<file path="config.mk">
export PLATFORM = sky130hd
export DESIGN_NAME = seg7_scan_decoder
export DESIGN_NICKNAME = d
export VERILOG_FILES = /design/src/rtl/seg7_scan_decoder.sv
export SDC_FILE = /design/constraint.sdc
export NUM_CORES = 1
export LEC_CHECK = 0
export ABC_AREA = 0
export CORE_AREA = 8 8 124 126
export DETAILED_ROUTE_END_ITERATION = 10
export DIE_AREA = 0 0 132 134
export SYNTH_ARGS = -nofsm -noshare
export SYNTH_HDL_FRONTEND = slang
export SYNTH_SLANG_ARGS = --single-unit
</file>
<file path="constraint.sdc">
create_clock -name clk -period 6.3 [get_ports clk]
set_input_delay 1.26 -clock clk [delete_from_list [all_inputs] [get_ports clk]]
set_output_delay 1.26 -clock clk [all_outputs]
set_load 0.03 [all_outputs]
</file>
<file path="src/rtl/seg7_scan_decoder.sv">
// Snoops a time-multiplexed, active-low 7-segment bus and reconstructs the
// hex nibble shown on each digit position. Each sample is taken once per
// stable strobe window, and a digit commits only after it has decoded to
// the same value on MATCH consecutive samples.
module seg7_scan_decoder #(
    parameter int NDIG   = 4,
    parameter int SETTLE = 3,
    parameter int MATCH  = 2
) (
    input  logic                clk,
    input  logic                rst_n,
    input  logic [6:0]          seg_n,
    input  logic [NDIG-1:0]     an_n,
    input  logic                clr_err,
    output logic [4*NDIG-1:0]   digits,
    output logic [NDIG-1:0]     dig_valid,
    output logic [NDIG-1:0]     dig_blank,
    output logic                upd,
    output logic [2:0]          upd_idx,
    output logic                code_err,
    output logic                strobe_err
);

    // Returns {decodable, blank, nibble}; a blank digit records nibble 0.
    function automatic logic [5:0] f_decode(input logic [6:0] seg);
        logic [5:0] res;
        case (seg)
            7'h40:   res = 6'b10_0000;
            7'h79:   res = 6'b10_0001;
            7'h24:   res = 6'b10_0010;
            7'h30:   res = 6'b10_0011;
            7'h19:   res = 6'b10_0100;
            7'h12:   res = 6'b10_0101;
            7'h02:   res = 6'b10_0110;
            7'h78:   res = 6'b10_0111;
            7'h00:   res = 6'b10_1000;
            7'h18:   res = 6'b10_1001;
            7'h08:   res = 6'b10_1010;
            7'h03:   res = 6'b10_1011;
            7'h46:   res = 6'b10_1100;
            7'h21:   res = 6'b10_1101;
            7'h06:   res = 6'b10_1110;
            7'h0E:   res = 6'b10_1111;
            7'h7F:   res = 6'b11_0000;
            default: res = 6'b00_0000;
        endcase
        return res;
    endfunction

    logic [NDIG-1:0]   r_an_prev;
    logic [3:0]        r_settle;
    logic [4:0]        r_cand [NDIG];
    logic [2:0]        r_mcnt [NDIG];
    logic              r_cm_vld;
    logic [2:0]        r_cm_idx;
    logic [4:0]        r_cm_val;
    logic [4*NDIG-1:0] r_digits;
    logic [NDIG-1:0]   r_dig_valid;
    logic [NDIG-1:0]   r_dig_blank;
    logic              r_upd;
    logic [2:0]        r_upd_idx;
    logic              r_code_err;
    logic              r_strobe_err;

    logic              w_an_chg;
    logic [3:0]        w_settle_nxt;
    logic              w_sample;
    logic [NDIG-1:0]   w_low;
    logic              w_idle;
    logic              w_multi;
    logic              w_one;
    logic [2:0]        w_idx;
    logic [5:0]        w_dec;
    logic [4:0]        w_cand_sel;
    logic [2:0]        w_mcnt_sel;
    logic              w_hit;
    logic [2:0]        w_cnt_new;
    logic              w_commit;

    assign w_an_chg     = (an_n != r_an_prev);
    assign w_settle_nxt = w_an_chg ? 4'd1 :
                          (r_settle < 4'(SETTLE)) ? r_settle + 4'd1 : r_settle;
    // A window yields one sample: when the counter first lands on SETTLE.
    // A change edge counts as a fresh arrival so SETTLE=1 still samples.
    assign w_sample     = (w_settle_nxt == 4'(SETTLE)) &&
                          (w_an_chg || (r_settle != 4'(SETTLE)));
    assign w_low        = ~an_n;
    assign w_idle       = (w_low == '0);
    assign w_multi      = |(w_low & (w_low - {{(NDIG-1){1'b0}}, 1'b1}));
    assign w_one        = w_sample && !w_idle && !w_multi;
    assign w_dec        = f_decode(seg_n);

    // Encode the strobed digit and fetch its candidate state.
    always_comb begin
        w_idx      = 3'd0;
        w_cand_sel = 5'd0;
        w_mcnt_sel = 3'd0;
        for (int i = 0; i < NDIG; i++) begin
            if (w_low[i]) begin
                w_idx      = 3'(i);
                w_cand_sel = r_cand[i];
                w_mcnt_sel = r_mcnt[i];
            end
        end
    end

    assign w_hit     = (w_mcnt_sel != 3'd0) && (w_cand_sel == w_dec[4:0]);
    assign w_cnt_new = !w_dec[5] ? 3'd0 :
                       !w_hit    ? 3'd1 :
                       (w_mcnt_sel < 3'(MATCH)) ? w_mcnt_sel + 3'd1 : w_mcnt_sel;
    assign w_commit  = w_one && w_dec[5] &&
                       ((MATCH == 1) ||
                        ((w_cnt_new == 3'(MATCH)) && (w_mcnt_sel != 3'(MATCH))));

    // Strobe history and settle counter.
    always_ff @(posedge clk or negedge rst_n) begin
        if (!rst_n) begin
            r_an_prev <= '1;
            r_settle  <= 4'd0;
        end else begin
            r_an_prev <= an_n;
            r_settle  <= w_settle_nxt;
        end
    end

    // Per-digit candidate tracking; an undecodable sample empties the slot.
    always_ff @(posedge clk or negedge rst_n) begin
        if (!rst_n) begin
            for (int i = 0; i < NDIG; i++) begin
                r_cand[i] <= 5'd0;
                r_mcnt[i] <= 3'd0;
            end
        end else if (w_one) begin
            for (int i = 0; i < NDIG; i++) begin
                if (w_idx == 3'(i)) begin
                    r_cand[i] <= w_dec[5] ? w_dec[4:0] : 5'd0;
                    r_mcnt[i] <= w_cnt_new;
                end
            end
        end
    end

    // Pending commit, applied to the outputs on the following edge.
    always_ff @(posedge clk or negedge rst_n) begin
        if (!rst_n) begin
            r_cm_vld <= 1'b0;
            r_cm_idx <= 3'd0;
            r_cm_val <= 5'd0;
        end else begin
            r_cm_vld <= w_commit;
            if (w_commit) begin
                r_cm_idx <= w_idx;
                r_cm_val <= w_dec[4:0];
            end
        end
    end

    // Committed digit registers; upd only fires on a first or changed value.
    always_ff @(posedge clk or negedge rst_n) begin
        if (!rst_n) begin
            r_digits    <= '0;
            r_dig_valid <= '0;
            r_dig_blank <= '0;
            r_upd       <= 1'b0;
            r_upd_idx   <= 3'd0;
        end else begin
            r_upd <= 1'b0;
            if (r_cm_vld) begin
                r_upd_idx <= r_cm_idx;
                for (int i = 0; i < NDIG; i++) begin
                    if (r_cm_idx == 3'(i)) begin
                        if (!r_dig_valid[i] || (r_digits[4*i +: 4] != r_cm_val[3:0]) ||
                            (r_dig_blank[i] != r_cm_val[4])) begin
                            r_upd <= 1'b1;
                        end
                        r_digits[4*i +: 4] <= r_cm_val[3:0];
                        r_dig_blank[i]     <= r_cm_val[4];
                        r_dig_valid[i]     <= 1'b1;
                    end
                end
            end
        end
    end

    // Sticky error flags; a new error outranks a simultaneous clear.
    always_ff @(posedge clk or negedge rst_n) begin
        if (!rst_n) begin
            r_code_err   <= 1'b0;
            r_strobe_err <= 1'b0;
        end else begin
            if (w_one && !w_dec[5]) r_code_err <= 1'b1;
            else if (clr_err)       r_code_err <= 1'b0;
            if (w_sample && w_multi) r_strobe_err <= 1'b1;
            else if (clr_err)        r_strobe_err <= 1'b0;
        end
    end

    assign digits     = r_digits;
    assign dig_valid  = r_dig_valid;
    assign dig_blank  = r_dig_blank;
    assign upd        = r_upd;
    assign upd_idx    = r_upd_idx;
    assign code_err   = r_code_err;
    assign strobe_err = r_strobe_err;

endmodule

</file>
==> flow_metrics.tcl <==
set metrics [dict create \
    drive_above_1_share 0.139 \
    fin_crit_sh 0.708 \
    fp.dieW_um 132 \
    edff_count_synth 0 \
    vias 3044 \
    power.density_nw_per_um2 236 \
    grt_start_max_net_pins 78 \
    synth_top_cell_by_area "sky130_fd_sc_hd__dfrtp_1" \
    fp.dieArea_um2 17700 \
    nets_finish 437 \
    finalMaxSlewViolations 0 \
    area_delta_synth_final_pct 20.9 \
    final_critical_path_time_including_i_o_delays_and_setup_ns 4.46 \
    yosysTopAreaCellShare 0.446 \
    gp_routability_congestion 0.808 \
    synth_async_sr_flop_share 1.00 \
    number_of_inserted_filler_cells_in_the_final_layout 1324 \
    rsz0062_at_grt "false" \
    cts_max_level 3 \
    detailed_place.area_um2 4610 \
    grt_first_pass_wirelength_um 16000 \
    io_buffers 42 \
    initial_utilization 0.303 \
    worst_ep_arrival_time_ns 4.67 \
    critPathSlowestCell "sky130_fd_sc_hd__clkdlybuf4s50_1" \
    first_drt_iteration_drcs 224 \
    setup_total_negative_slack_ns 0 \
    ys_seq_area_frac 0.472 \
    gate_count_post_synth 392 \
    drtPass1Iterations 5 \
    critPathMaxStageDelay_ns 0.81 \
    crit_end_element "flop" \
    cts_tree "yes" \
    timing.hold.worst.class "reg -> reg" \
    grt_pass1_vias 3112 \
    post_synth_main_area_contributors "sky130_fd_sc_hd__dfrtp_1, sky130_fd_sc_hd__mux2_2, sky130_fd_sc_hd__xor2_1" \
    remaining_global_route_overflow 0 \
    remaining_drc_errors 0 \
    max-slew-margin-rel 0.329 \
    grt_util_all_layers 0.109 \
    largest_delay_contributor_family_on_the_critical_path "simple AND/OR/NAND/NOR gates" \
    synthesized_area_um2 4090 \
    post_drt_via_cell_ratio 5.03 \
    clkLatencyLatePin_ns 0.33 \
    path_clk_slew_ns 0.06 \
    timing.fmax_mhz 224 \
    post-route-util 0.367 \
    syn_area_per_cell_um2 10.4 \
    final-setup-viol-count 0 \
    detailed_place_hpwl_um 6700 \
    antenna-diode-count 0 \
    static-leakage-power_nw 2.10 \
    detail_route.wirelength_um 9460 \
    finClkSkew_ns 0.00870 \
    dominant_register_cell_in_the_synthesized_netlist "sky130_fd_sc_hd__dfrtp_1" \
    cts-hold-fix-buffers 0 \
    clock_sink_count 77 \
    core_area_um2 13500 \
    critPathKind "in -> reg" \
    cts_root_buf "sky130_fd_sc_hd__clkbuf_16" \
    clockBufferDepth 2 \
    cp_cell_sequence "clkdlybuf4s50_1 -> nand2b_1 -> o22ai_1 -> a21oi_1 -> inv_1 -> ha_1 -> o221ai_1 -> nor2b_1 -> mux2_2 -> nand3b_1 -> nor3_4 -> mux2_4" \
    cp.buffers_inverters 2 \
    route.antenna.remaining_nets 0 \
    detail_route.wl_per_cell_um 15.6 \
    count_of_unique_library_cells_instantiated_by_yosys 64 \
    cts_buffers 9 \
    postSynthRegisterBits 77 \
    critPathLaunchType "input pin" \
    design.portCount 44 \
    critical_path.max_fanout 22 \
    max_cap_violations 0 \
    fp.dieH_um 134 \
    yosys_warning_total 0 \
    outcome "complete, no violations" \
    post_synth_most_frequent_cells "sky130_fd_sc_hd__dfrtp_1, sky130_fd_sc_hd__nand2_1, sky130_fd_sc_hd__o21ai_0" \
    post-cts-setup-buffers 0 \
    final_design_area_no_fill_um2 4950 \
    grt_antenna_before_repair 0 \
    postCtsResizedCells 0 \
    report.final.hold_viol_count 0 \
    synth.net_count 409 \
    largest_vdd_supply_drop_uv 128 \
    yosys.cell_count.top_type "sky130_fd_sc_hd__dfrtp_1" \
    timing.reg2reg.setup_slack_ns 3.45 \
    worst-slew-pin-transition_ns 0.999 \
    row_count 43 \
    timing.critical_path.required_ns 6.51 \
]
==> report_power, final <==
group	internal, mW	switching, mW	leakage [nW]	total [mW]
clock	0.387	0.200	0.163	0.587
combinational	0.0296	0.0547	0.899	0.0844
sequential	0.498	0.00134	1.04	0.500
==> worst reg2reg max path, stage by stage, from the launching register on <==
cell	delay [ns]
sky130_fd_sc_hd__dfrtp_1	0.40
sky130_fd_sc_hd__ha_1	0.20
sky130_fd_sc_hd__nor3_1	0.40
sky130_fd_sc_hd__and3b_1	0.26
sky130_fd_sc_hd__nand3_1	0.22
sky130_fd_sc_hd__nor4_1	0.32
sky130_fd_sc_hd__nand3b_1	0.18
sky130_fd_sc_hd__nor3_4	0.40
sky130_fd_sc_hd__mux2_4	0.34
==> per-layer routing <==
layer / vias up / track usage / part of all wire
met5: - / 0 / 0
met4: 0 / 0.0364 / 0.012
met3: 14 / 0.0307 / 0.054
met2: 82 / 0.176 / 0.46
met1: 1495 / 0.137 / 0.47
li1: 1453 / - / -
==> cell families (layout without fill, tap and decap cells) <==
logic type / Yosys count / after routing / share of synthesized area
XOR/XNOR: 35 / 35 / 0.0749
flip-flops: 77 / 77 / 0.472
AO/OA/AOI/OAI: 81 / 81 / 0.133
buffers and inverters: 39 / 72 / 0.0449
other: 1 / 1 / 0.000916
multiplexers: 33 / 33 / 0.0932
AND/OR/NAND/NOR: 123 / 123 / 0.172
adder cells (fa/ha/maj): 3 / 3 / 0.00917
==> sequential cells by signal (all words and copies together) (netlist names) <==
register / count
r_settle: 4
dig_blank: 4
r_cm_idx: 2
r_mcnt: 12
r_an_prev: 4
r_cm_val: 5
r_cand: 20
digits: 16
upd: 1
code_err: 1
dig_valid: 4
strobe_err: 1
r_cm_vld: 1
upd_idx: 2
==> area by class of cell <==
type,count,area (µm²),area share
timing repair buffer,43,425,0.0859
tap,180,225,0.0455
inverter,13,48.8,0.00986
clock buffer,10,229,0.0463
sequential,77,1930,0.390
clock inverter,6,111,0.0225
multi-input combinational,276,1980,0.400
==> per-stage QoR <==
| step | cells | hold WS [ns] | total power [mW] | worst slack (ns) |
|---|---|---|---|---|
| 3_3_place_gp | 589 | 0.457 | 0.590 | 1.67 |
| 2_1_floorplan | 392 | 0.441 | 0.564 | 2.73 |
| 3_5_place_dp | 589 | 0.458 | 0.593 | 1.54 |
| 4_1_cts | 605 | 0.471 | 1.18 | 1.87 |
| 5_1_grt | 605 | 0.494 | 1.21 | 1.59 |
| 6_report | 605 | 0.473 | 1.17 | 1.84 |
==> cell usage in the layout, fill, tap and decap left out, types with 7 or more instances in the layout <==
| master | instances |
|---|---|
| sky130_fd_sc_hd__a21oi_1 | 9 |
| sky130_fd_sc_hd__clkbuf_16 | 9 |
| sky130_fd_sc_hd__clkdlybuf4s50_1 | 41 |
| sky130_fd_sc_hd__dfrtp_1 | 73 |
| sky130_fd_sc_hd__inv_1 | 10 |
| sky130_fd_sc_hd__mux2_2 | 21 |
| sky130_fd_sc_hd__nand2_1 | 43 |
| sky130_fd_sc_hd__nand2b_1 | 7 |
| sky130_fd_sc_hd__nand3_1 | 7 |
| sky130_fd_sc_hd__nor2_1 | 11 |
| sky130_fd_sc_hd__nor4_1 | 8 |
| sky130_fd_sc_hd__o21ai_0 | 29 |
| sky130_fd_sc_hd__o31ai_1 | 8 |
| sky130_fd_sc_hd__xnor2_1 | 15 |
| sky130_fd_sc_hd__xor2_1 | 20 |
==> final timing paths <==
path,startpoint,depth (start not counted),end
max reg2reg,r_settle[0]$_DFF_PN0_,8,r_cm_val[1]$_DFFE_PN0P_
min in group asynchronous,rst_n,1,digits[7]$_DFFE_PN0P_
max,an_n[3],12,r_cm_val[1]$_DFFE_PN0P_
max in group asynchronous,rst_n,1,dig_valid[3]$_DFFE_PN0P_
min reg2reg,r_mcnt[2]$_DFFE_PN0P_,2,r_mcnt[2]$_DFFE_PN0P_
min,r_mcnt[2]$_DFFE_PN0P_,2,r_mcnt[2]$_DFFE_PN0P_
(Power assumes the default switching activity.)
